`src/rtl/mram_pkg.sv`:
```
// Shared MRAM read/write types, widths and strobe constants.
// MRAM_READ_PARITY_EN widens the read frame by one even-parity bit.
package mram_pkg;

  localparam int ADDR_W = 20;
  localparam int DATA_W = 16;
  localparam int CNT_W  = 5;

`ifdef MRAM_READ_PARITY_EN
  localparam int FRAME_W = DATA_W + 1;
`else
  localparam int FRAME_W = DATA_W;
`endif

  typedef enum logic [1:0] {
    S_IDLE   = 2'd0,
    S_ACCESS = 2'd1,
    S_SHIFT  = 2'd2,
    S_DONE   = 2'd3
  } state_t;

  // {chip_en, write_en, out_en, lower_byte_en, upper_byte_en}
  localparam logic [4:0] STROBE_IDLE = 5'b11111;
  localparam logic [4:0] STROBE_READ = 5'b01000;

  function automatic logic [FRAME_W-1:0] frame_word(
    input logic [DATA_W-1:0] d
  );
`ifdef MRAM_READ_PARITY_EN
    return {^d, d};
`else
    return d;
`endif
  endfunction

endpackage

```
`src/rtl/piso_shift_reg.sv`:
```
// Parallel-in serial-out shift register, LSB leaves first.
// Load has priority over shift.
module piso_shift_reg #(
  parameter int W = 16
) (
  input  logic         clk,
  input  logic         rst,
  input  logic         load,
  input  logic         shift_en,
  input  logic [W-1:0] din,
  output logic         sout
);

  logic [W-1:0] sr;

  always_ff @(posedge clk) begin
    if (rst) begin
      sr <= '0;
    end else if (load) begin
      sr <= din;
    end else if (shift_en) begin
      sr <= {1'b0, sr[W-1:1]};
    end
  end

  assign sout = sr[0];

endmodule

```
`src/rtl/mram_read_serializer.sv`:
```
// Reads one MRAM word and streams it out serially, LSB first.
// Define MRAM_READ_PARITY_EN to append an even-parity bit.
module mram_read_serializer
  import mram_pkg::*;
#(
  parameter int unsigned READ_WAIT = 3
) (
  input  logic              clk,
  input  logic              rst,
  input  logic              start,
  input  logic [ADDR_W-1:0] addr_in,
  input  logic [DATA_W-1:0] mram_data_in,
  output logic [ADDR_W-1:0] addr_out,
  output logic              chip_en,
  output logic              write_en,
  output logic              out_en,
  output logic              lower_byte_en,
  output logic              upper_byte_en,
  output logic              data_out,
  output logic              data_valid,
  output logic              busy,
  output logic              done
);

  localparam logic [CNT_W-1:0] ACC_LAST =
    CNT_W'(READ_WAIT - 1);
  localparam logic [CNT_W-1:0] SHIFT_LAST =
    CNT_W'(FRAME_W - 1);

  state_t           state;
  logic [CNT_W-1:0] cnt;
  logic [4:0]       strobe;
  logic             load;
  logic             shift_en;
  logic             ser;

  assign load     = (state == S_ACCESS) && (cnt == ACC_LAST);
  assign shift_en = (state == S_SHIFT);

  piso_shift_reg #(
    .W(FRAME_W)
  ) u_piso (
    .clk     (clk),
    .rst     (rst),
    .load    (load),
    .shift_en(shift_en),
    .din     (frame_word(mram_data_in)),
    .sout    (ser)
  );

  always_ff @(posedge clk) begin
    if (rst) begin
      state      <= S_IDLE;
      cnt        <= '0;
      addr_out   <= '0;
      strobe     <= STROBE_IDLE;
      data_valid <= 1'b0;
      busy       <= 1'b0;
      done       <= 1'b0;
    end else begin
      unique case (state)
        S_IDLE: begin
          if (start) begin
            addr_out <= addr_in;
            cnt      <= '0;
            strobe   <= STROBE_READ;
            busy     <= 1'b1;
            state    <= S_ACCESS;
          end
        end
        S_ACCESS: begin
          if (cnt == ACC_LAST) begin
            cnt        <= '0;
            strobe     <= STROBE_IDLE;
            data_valid <= 1'b1;
            state      <= S_SHIFT;
          end else begin
            cnt <= cnt + 1'b1;
          end
        end
        S_SHIFT: begin
          if (cnt == SHIFT_LAST) begin
            cnt        <= '0;
            data_valid <= 1'b0;
            done       <= 1'b1;
            state      <= S_DONE;
          end else begin
            cnt <= cnt + 1'b1;
          end
        end
        S_DONE: begin
          done  <= 1'b0;
          busy  <= 1'b0;
          state <= S_IDLE;
        end
        default: state <= S_IDLE;
      endcase
    end
  end

  assign {chip_en, write_en, out_en,
          lower_byte_en, upper_byte_en} = strobe;

  // Gate keeps the line low outside a frame.
  assign data_out = data_valid & ser;

endmodule

```
`config.mk`:
```
export PLATFORM = sky130hd
export DESIGN_NAME = mram_read_serializer
export DESIGN_NICKNAME = d
export VERILOG_FILES = /design/src/rtl/mram_pkg.sv /design/src/rtl/piso_shift_reg.sv /design/src/rtl/mram_read_serializer.sv
export SDC_FILE = /design/constraint.sdc
export NUM_CORES = 1
export LEC_CHECK = 0
export BUFFER_PORTS_ARGS = -buffer_cell sky130_fd_sc_hd__clkbuf_2
export CAP_MARGIN = 30
export CELL_PAD_IN_SITES_DETAIL_PLACEMENT = 0
export CELL_PAD_IN_SITES_GLOBAL_PLACEMENT = 1
export CORE_MARGIN = 10
export CORE_UTILIZATION = 36
export CTS_CLUSTER_DIAMETER = 80
export DETAILED_ROUTE_END_ITERATION = 10
export PLACE_DENSITY = 0.9
export SETUP_SLACK_MARGIN = 0.2
export SYNTH_ARGS = -nofsm -noshare
export SYNTH_HDL_FRONTEND = slang
export SYNTH_SLANG_ARGS = --single-unit
```
`constraint.sdc`:
```
create_clock -name clk -period 2.1 [get_ports clk]
set_input_delay 0 -clock clk [delete_from_list [all_inputs] [get_ports clk]]
set_output_delay 0 -clock clk [all_outputs]
set_load 0.005 [all_outputs]
```
==> flow_summary.toml, run 1 <==
[sta]
relSlewSlack = 0.502
rsz0062_at_grt = "false"
period_share = 0.838
fin_crit_ns = 1.76
clock.fmax_ghz = 0.568
drv_slew = 0
tightest_slew_ns = 0.747
setup_viol = 0
fin_hold_ws_ns = 0.180
setup-tns-final_ns = 0
skew_ns = 0.00602
hold_violations = 0

[drt]
routed-via-count = 1983
wl_mm = 5.66
drt_iter0_markers = 99
post_drt_wl_per_cell_um = 13.7
via_per_inst = 4.79
detail-route-antenna-nets = 0
drt_first_pass_iters = 5
drc = 0

[grt]
busiest_layer = "met2"
track_usage = 0.126
grt_max_degree = 35
globalRouteMet1Util = 0.134
grt_pass1_vias = 2038
grt_pass1_wl_mm = 9.40
met3_usage = 0.0249
antenna_found_initial = 0
met2_usage = 0.226
gr-total-overflow = 0

[clock_tree]
clk_path_buf_depth = 2
cts_tree = "done"
htreeDepth = 2
cts_made_buffers = 5
clk_latency_ns = 0.29
cts_root_buf = "clkbuf_8"
clkSinkCount = 47
clk_pin_slew_ns = 0.08

[die]
num_io_pins = 68
core_area_um2 = 5570
rows = 27
dieArea_um2 = 9230
initial_utilization = 0.374
fp.dieW_um = 96.1
die_h_um = 96.1

[synth]
yosysSeqAreaShare = 0.451
yosysWarnings = 0
syn_nets = 292
postSynthCellCount = 244
syn_area_um2 = 2080
synthArstFlopShare = 0
synth_edf_count = 0
synth_seq_cells = 47
synth_ff_type = "dfxtp_1"
synth_cell_type_count = 31
postSynthAreaPerCell_um2 = 8.54

[final_layout]
syn2layout_area_growth_pct = 40.9
layout.nets = 389
drive_gt1_frac = 0.249

[worst_setup_path]
crit_fanout = 5
cp_slowest_cell = "or3_1"
critPathKind = "reg2reg"
reg2reg_depth = 8
required_ns = 2.33
cp.arrival_ns = 1.99
worst_setup_path_start_kind = "flip-flop"
r2r-start = "cnt[0]$_SDFFE_PP0P_"
crit_path_end_kind = "flip-flop"
r2r_slack_ns = 0.34
slowest_delay_ns = 0.39
worstReg2RegEnd = "cnt[3]$_SDFFE_PP0P_"
path_cells = "ha_1, nand3_1, inv_1, ha_1, nor2b_2, a21oi_1, or3_1, a21oi_1"

[status]
outcome = "complete, no violations"

[run]
maxCapViolations = 0

[place]
gp_congestion = 0.745
dpl.hpwl_mm = 3.78
io_buffers = 66

[min_path]
hp-class = "in2reg"
whs_path_depth = 4
min_from = "start"
hold_end = "strobe[2]$_SDFFE_PP1P_"

[pwr]
ir_drop_mv = 0.445
power_density_nw_per_um2 = 913
p_leak_nw = 1.24
## worst max path at each step
| stage | endpoint | startpoint | depth (start not counted) |
|---|---|---|---|
| final | cnt[3]$_SDFFE_PP0P_ | cnt[0]$_SDFFE_PP0P_ | 8 |
| after global routing | cnt[1]$_SDFFE_PP0P_ | cnt[0]$_SDFFE_PP0P_ | 8 |
| after CTS | state[1]$_SDFFE_PP0P_ | cnt[0]$_SDFFE_PP0P_ | 9 |
| after detailed placement | state[1]$_SDFFE_PP0P_ | cnt[0]$_SDFFE_PP0P_ | 9 |
| after global placement | cnt[3]$_SDFFE_PP0P_ | cnt[0]$_SDFFE_PP0P_ | 8 |
| after floorplan | cnt[3]$_SDFFE_PP0P_ | cnt[0]$_SDFFE_PP0P_ | 8 |
## Yosys cell counts (2+ instances only)
cell      number  area [um^2]
inv_1          8         30.0
nand2b_1       2         12.5
buf_4          4         30.0
nor2_1        21         78.8
dfxtp_1       47          941
nor2b_1        2         12.5
a211oi_1      15          113
nand3b_1       3         22.5
clkbuf_1      14         52.6
o21ai_0        2         10.0
and2_1         2         12.5
ha_1           9          113
nand2_1       50          188
mux2i_1       16          160
a21oi_1       29          145
or3_1          3         18.8
nand3_1        3         15.0
## per-stage QoR
step | instance area (um^2) | setup slack, ns | util | std cells | power (W)
6_report | 2940 | 0.340 | 0.527 | 414 | 0.00268
5_1_grt | 2940 | 0.206 | 0.527 | 413 | 0.00287
4_1_cts | 2930 | 0.291 | 0.526 | 413 | 0.00272
3_5_place_dp | 2470 | 0.301 | 0.443 | 370 | 0.00202
3_3_place_gp | 2470 | 0.373 | 0.443 | 370 | 0.00200
2_1_floorplan | 2080 | 0.337 | - | 244 | 0.00172
## cell usage in the layout (no fill, tap or decap), types with 5 or more instances in the layout
cell / instances
a211oi_1: 15
a21oi_1: 29
buf_4: 6
clkbuf_2: 66
clkbuf_8: 5
dfxtp_1: 45
dlygate4sd3_1: 36
ha_1: 9
inv_1: 8
mux2i_1: 16
nand2_1: 50
nor2_1: 21
## report_power, final
group          switching (W)  internal [W]  leakage (nW)
Sequential         0.0000777       0.00101         0.384
Clock               0.000280      0.000349        0.0513
Combinational       0.000546      0.000422         0.801
Total               0.000903       0.00178          1.24
## cells by family after synthesis
kind of cell,count (synthesis),share of synthesized area
adder cells (fa/ha/maj),9,0.0540
other,1,0.00180
AO/OA/AOI/OAI,54,0.167
flip-flops,47,0.451
buffers and inverters,26,0.0540
AND/OR/NAND/NOR,90,0.190
multiplexers,16,0.0768
XOR/XNOR,1,0.00420
## timing repair
item / 4_1_cts / 5_1_grt
buffers inserted: 0 / 0
setup endpoints to repair: 0 / 5
hold endpoints to repair: 36 / 0
gates resized for setup: 0 / 3
hold buffers: 36 / 0
## layer usage
layer / vias to the layer above / wire length [um]
met2: 43 / 3160
met5: - / 0
met4: 0 / 131
li1: 1009 / -
met3: 8 / 239
met1: 923 / 2130
## flip-flops by register name, summed over array words and instances, names as in the netlist
signal and flops:
busy 1, strobe 1, cnt 5, done 1
u_piso.sr 16, state 2, addr_out 20, data_valid 1
## final cells by class
cell class                 count  area [um^2]
fill                         537         2640
multi-input combinational    171         1030
sequential                    47          943
timing repair buffer         108          736
tap                           72         90.1
clock buffer                   6         72.6
clock inverter                 1         30.0
inverter                       8         30.0
antenna                        1         2.50
## critical path: cells and delay by family (launching register included)
| kind | cells | cell delay [ns] |
|---|---|---|
| buffers and inverters | 1 | 0.05 |
| adders and majority gates | 2 | 0.43 |
| and+or+nand+nor | 3 | 0.65 |
| DFF | 1 | 0.35 |
| AOI/OAI and AO/OA | 2 | 0.23 |
(Power assumes the default switching activity.)
==> run 2: changes to the inputs <==
CORE_UTILIZATION = 33   (was 36)
PLACE_DENSITY = 0.88   (was 0.9)
clock period = 1.5 ns   (was 2.1 ns; I/O delays follow)
==> run 2 against run 1 <==
Routed wire length up 4.8%; non-clock buffer count grew 23; combinational power up 84%; clock power is 36% higher; setup slack got worse by 0.50 ns; critical endpoint is now state[1]$_SDFFE_PP0P_; largest cell class unchanged; worst hold slack better by 0.023 ns; the run now ends with setup timing left; total power rose by 55%; global-route usage decreased by 0.67 points; highest routed layer unchanged; cell count grew 6.3%.
==> flow_summary.toml, run 2 (synthesis results as in run 1) <==
[status]
outcome = "complete, but fails checks"
violations = "setup timing"

[grt]
grt_max_degree = 32
gr-total-overflow = 0
track_usage = 0.119
grt_pass1_vias = 2080
grt_pass1_wl_mm = 9.92
antenna_found_initial = 0

[die]
die_h_um = 99.5
rows = 28
num_io_pins = 68
dieArea_um2 = 9900
initial_utilization = 0.346
fp.dieW_um = 99.5
core_area_um2 = 6030

[clock_tree]
cts_root_buf = "clkbuf_8"
clk_pin_slew_ns = 0.09
cts_made_buffers = 5
htreeDepth = 2
clk_latency_ns = 0.30
clk_path_buf_depth = 2
cts_tree = "done"
clkSinkCount = 47

[pwr]
power_density_nw_per_um2 = 1270
seqPwrFrac = 0.365
comb_power_share = 0.429
ir_drop_mv = 0.711
p_leak_nw = 1.37
internal_power_w = 0.00273
clkPwrFrac = 0.206
switching_power_w = 0.00142
sw_frac_of_total = 0.342

[sta]
skew_ns = 0.00716
fin_hold_ws_ns = 0.203
setup_ws_ns = -0.158
drv_slew = 0
setup_viol = 24
rsz0062_at_grt = "true"
hold_violations = 0
fin_crit_ns = 1.66
clock.fmax_ghz = 0.603
period_share = 1.11
setup-tns-final_ns = -1.41

[min_path]
hp-class = "in2reg"

[final_layout]
syn2layout_area_growth_pct = 56.8
largest_register_ffs = 20
final_core_util = 0.542
largestRegisters = "addr_out: 20 flops, u_piso.sr: 16 flops, cnt: 5 flops"
final_common_cell = "clkbuf_2"
layout.nets = 412
final_cell_mix = "clkbuf_2, nand2_1, dfxtp_1"
drive_gt1_frac = 0.362
antenna_cells = 0
regMostFlops = "addr_out"

[place]
dpl.hpwl_mm = 4.04
gp_congestion = 0.780
io_buffers = 66
preCtsSetupSlack_ns = -0.146

[worst_setup_path]
crit_fanout = 3
worst_setup_path_start_kind = "flip-flop"
critPathKind = "reg2reg"
crit_path_end_kind = "flip-flop"
cp.arrival_ns = 1.85
required_ns = 1.70

[run]
maxCapViolations = 0

[drt]
post_drt_wl_per_cell_um = 13.5
detail-route-antenna-nets = 0
drc = 0
wl_mm = 5.93
routed-via-count = 2085
via_per_inst = 4.74
drt_iter0_markers = 64
drt_first_pass_iters = 6
==> run 2: worst max-delay path: stages (launching register included) <==
cell      delay (ns)
dfxtp_2         0.35
inv_2           0.06
ha_4            0.11
or4b_4          0.49
a211oi_4        0.27
mux2i_1         0.21
nor2_1          0.06
==> run 2: cell type report <==
cell class / instances / area (um^2)
clock buffers: 7 / 96.3
clock inverters: 1 / 7.51
fillers: 569 / 2760
inverters: 8 / 30.0
multi-input cells: 171 / 1150
flip-flops and latches: 47 / 947
well taps: 75 / 93.8
repair buffers: 131 / 941
==> run 2: timing repair <==
item                       in CTS  in global routing
hold endpoints to repair       36                  0
setup endpoints to repair      46                 47
gates resized for setup         8                 15
buffers inserted                2                  0
hold buffers                   36                  0
cloned                          0                  0
pin swaps                       3                  2
==> run 2: per-layer routing <==
metal	GRT usage	part of all wire
met2	0.211	0.51
met4	0.0331	0.011
met5	0	0
met1	0.131	0.42
met3	0.0408	0.057
==> run 2: through the flow <==
step           total power [W]  cells  area [um^2]
6_report               0.00415    440         3270
5_1_grt                0.00443    440         3270
4_1_cts                0.00407    440         3210
3_5_place_dp           0.00311    394         2710
3_3_place_gp           0.00308    394         2710
2_1_floorplan          0.00245    244         2150
==> run 2: power groups by stage <==
| stage | Combinational, W | Clock [W] | Sequential (W) |
|---|---|---|---|
| 3_3_place_gp | 0.00155 | 0 | 0.00154 |
| 2_1_floorplan | 0.000908 | 0 | 0.00154 |
| 5_1_grt | 0.00197 | 0.000925 | 0.00154 |
| 3_5_place_dp | 0.00157 | 0 | 0.00154 |
| 6_report | 0.00178 | 0.000853 | 0.00152 |
| 4_1_cts | 0.00168 | 0.000883 | 0.00151 |
==> run 2: path summary, 6_finish.rpt <==
check / startpoint / end / slack, ns / cells past startpoint
worst max-delay path: cnt[0]$_SDFFE_PP0P_ / state[1]$_SDFFE_PP0P_ / -0.16 / 6
worst min-delay path: rst / u_piso.sr[12]$_SDFFE_PP0P_ / 0.20 / 2
worst max register to register: cnt[0]$_SDFFE_PP0P_ / state[1]$_SDFFE_PP0P_ / -0.16 / 6
worst min register to register: addr_out[5]$_SDFFE_PP0P_ / addr_out[5]$_SDFFE_PP0P_ / 0.46 / 2
